**src/rtl/mem_port_pkg.sv**
```systemverilog
//==============================================================================
// mem_port_pkg : shared types and opcodes for the memory port arbiter.
// Revision     : 1.0
//==============================================================================
`default_nettype none

package mem_port_pkg;

  typedef enum logic [1:0] {
    IDLE = 2'd0,
    RD   = 2'd1,
    WR   = 2'd2
  } arb_state_t;

  localparam logic MEM_OP_RD = 1'b0;
  localparam logic MEM_OP_WR = 1'b1;

endpackage

`default_nettype wire

```
**src/rtl/mem_port_rr2.sv**
```systemverilog
//==============================================================================
// mem_port_rr2 : two-way combinational grant; MEM_PORT_ARBITER_FIXED_PRIO_EN
//                makes client 0 always win ties.
// Revision     : 1.0
//==============================================================================
`default_nettype none

module mem_port_rr2 (
  input  logic valid0,
  input  logic valid1,
  input  logic prio,
  output logic sel,
  output logic any
);

  assign any = valid0 | valid1;

`ifdef MEM_PORT_ARBITER_FIXED_PRIO_EN
  logic unused_prio;
  assign unused_prio = prio;
  assign sel         = ~valid0 & valid1;
`else
  // A tie goes to the client currently holding priority.
  assign sel = (valid0 & valid1) ? prio : valid1;
`endif

endmodule

`default_nettype wire

```
**src/rtl/mem_port_arbiter.sv**
```systemverilog
//==============================================================================
// mem_port_arbiter : shares one memory req/wr/rd port between two clients,
//                    granting whole transactions. Option: MEM_PORT_ARBITER_FIXED_PRIO_EN.
// Revision         : 1.0
//==============================================================================
`default_nettype none

module mem_port_arbiter
  import mem_port_pkg::*;
#(
  parameter int MEM_LEN_BITS  = 8,
  parameter int MEM_ADDR_BITS = 64,
  parameter int MEM_DATA_BITS = 64
) (
  input  logic                     clock,
  input  logic                     reset,

  input  logic                     c0_req_valid,
  input  logic                     c0_req_opcode,
  input  logic [MEM_LEN_BITS-1:0]  c0_req_len,
  input  logic [MEM_ADDR_BITS-1:0] c0_req_addr,
  output logic                     c0_req_ready,
  input  logic                     c0_wr_valid,
  input  logic [MEM_DATA_BITS-1:0] c0_wr_bits,
  output logic                     c0_rd_valid,
  output logic [MEM_DATA_BITS-1:0] c0_rd_bits,
  input  logic                     c0_rd_ready,

  input  logic                     c1_req_valid,
  input  logic                     c1_req_opcode,
  input  logic [MEM_LEN_BITS-1:0]  c1_req_len,
  input  logic [MEM_ADDR_BITS-1:0] c1_req_addr,
  output logic                     c1_req_ready,
  input  logic                     c1_wr_valid,
  input  logic [MEM_DATA_BITS-1:0] c1_wr_bits,
  output logic                     c1_rd_valid,
  output logic [MEM_DATA_BITS-1:0] c1_rd_bits,
  input  logic                     c1_rd_ready,

  output logic                     mem_req_valid,
  output logic                     mem_req_opcode,
  output logic [MEM_LEN_BITS-1:0]  mem_req_len,
  output logic [MEM_ADDR_BITS-1:0] mem_req_addr,
  output logic                     mem_wr_valid,
  output logic [MEM_DATA_BITS-1:0] mem_wr_bits,
  input  logic                     mem_rd_valid,
  input  logic [MEM_DATA_BITS-1:0] mem_rd_bits,
  output logic                     mem_rd_ready,
  output logic                     busy
);

  arb_state_t              state_q, state_d;
  logic                    owner_q, owner_d;
  logic                    prio_q,  prio_d;
  logic [MEM_LEN_BITS-1:0] cnt_q,   cnt_d;

  logic arb_sel;
  logic arb_any;
  logic beat_fire;

  mem_port_rr2 u_rr2 (
    .valid0 (c0_req_valid),
    .valid1 (c1_req_valid),
    .prio   (prio_q),
    .sel    (arb_sel),
    .any    (arb_any)
  );

  always_comb begin
    state_d        = state_q;
    owner_d        = owner_q;
    prio_d         = prio_q;
    cnt_d          = cnt_q;
    beat_fire      = 1'b0;
    c0_req_ready   = 1'b0;
    c1_req_ready   = 1'b0;
    c0_rd_valid    = 1'b0;
    c0_rd_bits     = '0;
    c1_rd_valid    = 1'b0;
    c1_rd_bits     = '0;
    mem_req_valid  = 1'b0;
    mem_req_opcode = 1'b0;
    mem_req_len    = '0;
    mem_req_addr   = '0;
    mem_wr_valid   = 1'b0;
    mem_wr_bits    = '0;
    mem_rd_ready   = 1'b0;

    case (state_q)
      IDLE: begin
        // Gated by reset so every output reads zero while reset is held.
        if (arb_any && reset) begin
          mem_req_valid  = 1'b1;
          mem_req_opcode = arb_sel ? c1_req_opcode : c0_req_opcode;
          mem_req_len    = arb_sel ? c1_req_len    : c0_req_len;
          mem_req_addr   = arb_sel ? c1_req_addr   : c0_req_addr;
          c0_req_ready   = ~arb_sel;
          c1_req_ready   = arb_sel;
          owner_d        = arb_sel;
          cnt_d          = mem_req_len;
          state_d        = (mem_req_opcode == MEM_OP_WR) ? WR : RD;
        end
      end
      RD: begin
        mem_rd_ready = owner_q ? c1_rd_ready : c0_rd_ready;
        if (owner_q) begin
          c1_rd_valid = mem_rd_valid;
          c1_rd_bits  = mem_rd_bits;
        end else begin
          c0_rd_valid = mem_rd_valid;
          c0_rd_bits  = mem_rd_bits;
        end
        beat_fire = mem_rd_valid & mem_rd_ready;
      end
      WR: begin
        mem_wr_valid = owner_q ? c1_wr_valid : c0_wr_valid;
        mem_wr_bits  = owner_q ? c1_wr_bits  : c0_wr_bits;
        beat_fire    = mem_wr_valid;
      end
      default: state_d = IDLE;
    endcase

    if (beat_fire) begin
      if (cnt_q == '0) begin
        state_d = IDLE;
`ifdef MEM_PORT_ARBITER_FIXED_PRIO_EN
        prio_d  = 1'b0;
`else
        prio_d  = ~owner_q;
`endif
      end else begin
        cnt_d = cnt_q - MEM_LEN_BITS'(1);
      end
    end
  end

  always_ff @(posedge clock or negedge reset) begin
    if (!reset) begin
      state_q <= IDLE;
      owner_q <= 1'b0;
      prio_q  <= 1'b0;
      cnt_q   <= '0;
    end else begin
      state_q <= state_d;
      owner_q <= owner_d;
      prio_q  <= prio_d;
      cnt_q   <= cnt_d;
    end
  end

  assign busy = (state_q != IDLE);

endmodule

`default_nettype wire

```
**config.mk**
```make
export PLATFORM = sky130hd
export DESIGN_NAME = mem_port_arbiter
export DESIGN_NICKNAME = d
export VERILOG_FILES = /design/src/rtl/mem_port_pkg.sv /design/src/rtl/mem_port_rr2.sv /design/src/rtl/mem_port_arbiter.sv
export SDC_FILE = /design/constraint.sdc
export NUM_CORES = 1
export LEC_CHECK = 0
export ABC_AREA = 1
export CAP_MARGIN = 15
export CORE_AREA = 2 2 242 244
export DETAILED_ROUTE_END_ITERATION = 10
export DIE_AREA = 0 0 244 246
export DONT_BUFFER_PORTS = 1
export PLACE_DENSITY = 0.3
export SETUP_SLACK_MARGIN = 0.15
export SYNTH_ARGS = -nofsm -noshare
export SYNTH_HDL_FRONTEND = slang
export SYNTH_SLANG_ARGS = --single-unit
```
**constraint.sdc**
```tcl
create_clock -name clock -period 2 [get_ports clock]
set_input_delay 0.4 -clock clock [delete_from_list [all_inputs] [get_ports clock]]
set_output_delay 0.4 -clock clock [all_outputs]
set_load 0.02 [all_outputs]
```
# Word level (Yosys, flattened, before mapping)
# Cells that the tools add are included.
[op_classes]
add_sub_neg = 1
eq_ne = 2
muxes = 40
n_bitwise = 5
n_reduce_logical = 7
[ops]
columns = ["cell", "count"]
rows = [
  ["2-to-1 mux 64 bit", 9],
  ["2-to-1 mux 8 bit", 7],
  ["2-to-1 mux 1 bit", 18],
  ["logical NOT 8 bit", 1],
  ["2-to-1 mux 2 bit", 4],
  ["subtractor 8 x 1 -> 8 bit, second input constant", 1],
  ["one-hot mux 2 bit (2 select lines)", 1],
  ["AND reduction 2 bit", 2],
  ["AND 1 bit", 2],
  ["equality test 2 x 1 -> 1 bit, second input constant", 1],
  ["equality test 2 bit, second input constant", 1],
  ["logical NOT 2 bit", 1],
  ["NOT 1 bit", 2],
  ["one-hot mux 1 bit (2 select lines)", 1],
  ["nonzero test 2 bit", 1],
  ["OR reduction 2 bit", 1],
  ["logical AND 1 bit", 1],
  ["OR 1 bit", 1],
]
[word_totals]
reg_bits = 12
inputBits = 347
output_inout_bits = 273
elab_cells = 59

# Longest topological paths before layout
[logic_depth]
ltp_word = 8
depth_mapped = 10
depth_no_buf = 10

# By module
# From an unflattened synthesis, not the netlist that was laid out.
[hier_totals]
cells_unflattened = 687
area_unflattened_um2 = 3504.6
[modules_own_cells]
columns = ["mod", "instances", "cells_each", "area_each_um2", "seq_area_each_um2"]
rows = [
  ["mem_port_arbiter", 1, 682, 3482.1, 300.3],
  ["mem_port_rr2", 1, 5, 22.5, 0.0],
]

# Worst setup path before layout
# No wires, ideal clock.
[synth_path]
path_kind = "register -> output"
from = "reg state_q[0]"
to = "out mem_req_addr[15]"
t_arrival_ns = 1.551
t_required_ns = 1.600
path_slack_ns = 0.049
path_stages_with_launch = 10
n_path_buf = 2
cell_sequence = "dfrtp_1 -> inv_1 -> ha_1 -> nand2_2 -> nor2_4 -> nand2_1 -> inv_2 -> buf_4 -> buf_4 -> a22o_1"
[synth_between]
elab_chain_len = 2
[synth_lines]
columns = ["item", "line", "source"]
rows = [
  ["start: declaration", "mem_port_arbiter.sv:52", "arb_state_t state_q, state_d;"],
  ["start signal: assignment", "mem_port_arbiter.sv:144", "state_q <= state_d;"],
  ["logical NOT 2 bit", "mem_port_arbiter.sv:89", "case (state_q)"],
  ["2-to-1 mux 64 bit", "mem_port_arbiter.sv:89", ""],
  ["end: declaration", "mem_port_arbiter.sv:43", "output logic [MEM_ADDR_BITS-1:0] mem_req_addr,"],
]
# No other way between the ends.

# Worst setup path after layout
[layout_path]
from = "reg state_q[0]"
to = "out mem_req_addr[45]"
# The elaborated chain is that of the path after synthesis.

==> metrics.md <==
| Metric | Value |
|---|---|
| Largest net degree at the start of global routing | `28` |
| First-pass GRT wire length | `between 40 and 50 mm` |
| Seq pwr share | `3.4%` |
| Syn_nets | `1005` |
| RSZ-0062 raised after global routing | `true` |
| Final Slew Violations | `0` |
| Routed wire length | `39.5 mm` |
| Leakage power | `4.71 nW` |
| Net Sw Power | `~8 mW` |
| Pre-antenna DRT Iters | `4` |
| Clock transition at path regs | `0.05 ns` |
| Worst-skew pair later-pin latency | `0.24 ns` |
| DP Cell Count | `1592` |
| CTS Sinks | `12` |
| Clock Tree Root | `clkbuf_16` |
| Final hold violations | `0` |
| Crit-path max FO | `9` |
| Hold slack | `0.391 ns` |
| Logic pwr share | `93.8%` |
| Die H | `about 250 um` |
| Die ar. | `60000 um^2` |
| Mapped Area | `3370 um^2` |
| CTS Buf Count | `3` |
| Ys async rst share | `100%` |
| Fraction of layout cells with a size suffix above 1 | `70.4%` |
| Slew @ Worst Pin | `0.655 ns` |
| Wire per inst | `23.1 um` |
| Status | `complete, but fails checks` |
| Setup violators final | `about 280` |
| Global route overflow | `0` |
| Clk_skew | `between 0.0008 and 0.0009 ns` |
| Final nets | `1293` |
| Synth Warn # | `0` |
| Initial Utilization | `5.88%` |
| Sw Ratio | `52.1%` |
| Placeable core area | `57400 um^2` |
| I/O Buffers | `0` |
| Gr usage total | `a little under an eighth` |
| Io pins | `620` |
| CP max stage delay | `0.35 ns` |
| Remaining DRCs | `0` |
| CTS tree | `done` |
| Critical Path AT | `between 1.5 and 2 ns` |
| Initial antenna violation count | `5` |
| Unique masters post-synth | `30` |
| Max Cap Viol | `0` |
| Req. time, crit path | `1.60 ns` |
| Top_reg_cell synth | `dfrtp_1` |
| Cells after Synth | `654` |
| Slew HR | `56.2%` |
| Worst-path cell chain | `inv_2 -> ha_4 -> nand2_4 -> nor2_4 -> nand2_4 -> clkinv_8 -> buf_12 -> buf_12 -> buf_16 -> a22o_4` |
| Final GP Congestion | `0.827` |
| Crit end category | `primary output` |
| Clock share of power | `about 2.8%` |
| DRT iter0 DRCs | `211` |
| Yosys reg bits | `12` |
| Slowest CP cell | `dfrtp_1` |
| Power per Cell Area | `1340 nW/um^2` |
| Non-Filler Instances | `1708` |
| Tmin final | `2.23 ns` |
| Crit path kind | `reg -> out` |
| Via density | `3.47` |
| Fmax | `~0.45 GHz` |
| Seq/Total Area, Yosys | `8.90%` |
| Die W | `244 um` |
| Area delta synth->final | `230%` |
| Power Internal | `7.17 mW` |
| DP Wirelength | `28.2 mm` |
| Place WS | `-0.0849 ns` |
| Min-Delay Path Class | `in -> reg` |
| Final worst-path cycle share | `112%` |
| Setup crit start kind | `register` |
| Clock Tree Buf Depth | `2` |
| Failing checks | `negative setup slack` |
| Vias post-DR | `5935` |
| Cell row count | `88` |
| Number of synthesized flops with an enable pin | `0` |
| Routed Antenna Nets | `0` |
| PnR worst setup slack | `-0.235 ns` |
| Maximum vdd drop | `between 0.7 and 0.8 mV` |
| Syn avg cell area | `5.16 um^2` |
| H-tree depth | `1` |
| Vias in the first global route | `5719` |
## path summary, 6_finish.rpt
kind                            slack (ns)  cells past startpoint                  from                   to
worst max-delay path                 -0.23                     10  state_q[0]$_DFF_PN0_     mem_req_addr[45]
worst min-delay path                  0.39                      4         c1_req_len[2]   cnt_q[2]$_DFF_PN0_
worst max register to register       -0.02                     13  state_q[0]$_DFF_PN0_   cnt_q[7]$_DFF_PN0_
worst min register to register        0.49                      1    cnt_q[0]$_DFF_PN0_   cnt_q[0]$_DFF_PN0_
max in group asynchronous             0.91                      1                 reset  owner_q$_DFFE_PN0P_
min in group asynchronous             0.63                      1                 reset   cnt_q[5]$_DFF_PN0_
## cell usage in the layout, fill, tap and decap left out, drive strengths merged, types with 2 or more instances in the layout
| cell type | netlist | layout |
|---|---|---|
| clkinv | 1 | 2 |
| xor2 | 2 | 2 |
| nand4 | 3 | 3 |
| nand3 | 21 | 22 |
| diode | 0 | 2 |
| clkbuf | 16 | 14 |
| bufbuf | 0 | 3 |
| a21oi | 2 | 2 |
| inv | 85 | 84 |
| dfrtp | 12 | 12 |
| nand2 | 53 | 54 |
| buf | 36 | 319 |
| ha | 4 | 4 |
| a22o | 64 | 64 |
| xnor2 | 2 | 2 |
| o21ai | 73 | 73 |
| nand3b | 2 | 2 |
| nor2 | 276 | 276 |
## final cells by class
type	count	area [um^2]
Clock buffer	4	88.8
Fill cell	6234	46200
Inverter	86	350
Timing Repair Buffer	333	4540
Antenna cell	2	5.00
Sequential cell	12	302
Tap cell	765	957
Multi-Input combinational cell	506	4900
## stage by stage
| stage | TNS (ns) | utilization (%) | area, um^2 | power, mW |
|---|---|---|---|---|
| floorplan | 0 | - | 3880 | 5.06 |
| global placement | -0.196 | 11.5 | 6620 | 8.13 |
| detailed placement | -0.318 | 11.5 | 6620 | 8.16 |
| CTS | -35.08 | 16.2 | 9290 | 12.5 |
| global route | -51.09 | 19.4 | 11100 | 15.7 |
| finish | -31.30 | 19.4 | 11100 | 15.0 |
## cell families (layout without fill, tap and decap cells)
| kind of cell | Yosys count | count (layout) | synth area share, % |
|---|---|---|---|
| buffers and inverters | 138 | 423 | 17.5 |
| other | 0 | 2 | 0 |
| XOR/XNOR | 4 | 4 | 1.04 |
| adder cells (fa/ha/maj) | 4 | 4 | 1.48 |
| AO/OA/AOI/OAI | 140 | 140 | 28.6 |
| flip-flops | 12 | 12 | 8.90 |
| AND/OR/NAND/NOR | 356 | 358 | 42.4 |
## registers in the layout, indices dropped and copies added (netlist names)
name,flops
cnt_q,8
state_q,2
owner_q,1
prio_q,1
## per-layer routing
metal / share of wire [%] / global-route usage [%] / vias to the layer above
met4: 2.7 / 1.70 / 2
met3: 8.6 / 3.32 / 41
li1: - / - / 2673
met2: 57 / 24.1 / 419
met1: 32 / 11.0 / 2800
met5: 0.018 / 0 / -
## worst max-delay path: cells and delay by family, from the launching register on
kind	cells	cell delay [ns]
adders and majority gates	1	0.17
and+or+nand+nor	3	0.23
AOI/OAI and AO/OA	1	0.26
buffers and inverters	5	0.55
DFF	1	0.35
## what timing repair did
action                                  CTS  global route
buffers inserted                         34            33
hold buffers                              1             0
endpoints found under the hold margin    12             0
endpoints found under the setup margin  282           282
gates cloned                             31            11
gates resized for setup                 359           313
pin swaps                                59            86
## cell usage after synthesis (all sizes together), types with 3 or more instances
cell type	number	share of area [%]
a22o	64	17
nor2	276	31
nand3	21	3.6
inv	85	9.5
buf	36	6.2
o21ai	73	11
clkbuf	16	1.8
nand4	3	0.56
nand2	53	6.2
dfrtp	12	8.9
ha	4	1.5
## power groups by stage
stage	Sequential [mW]	Combinational [mW]	Clock [mW]
global placement	0.502	7.63	0
global route	0.525	14.7	0.449
floorplan	0.458	4.61	0
finish	0.503	14.0	0.419
detailed placement	0.502	7.66	0
CTS	0.498	11.5	0.430
Note: power is estimated with default switching activity, not from simulation.
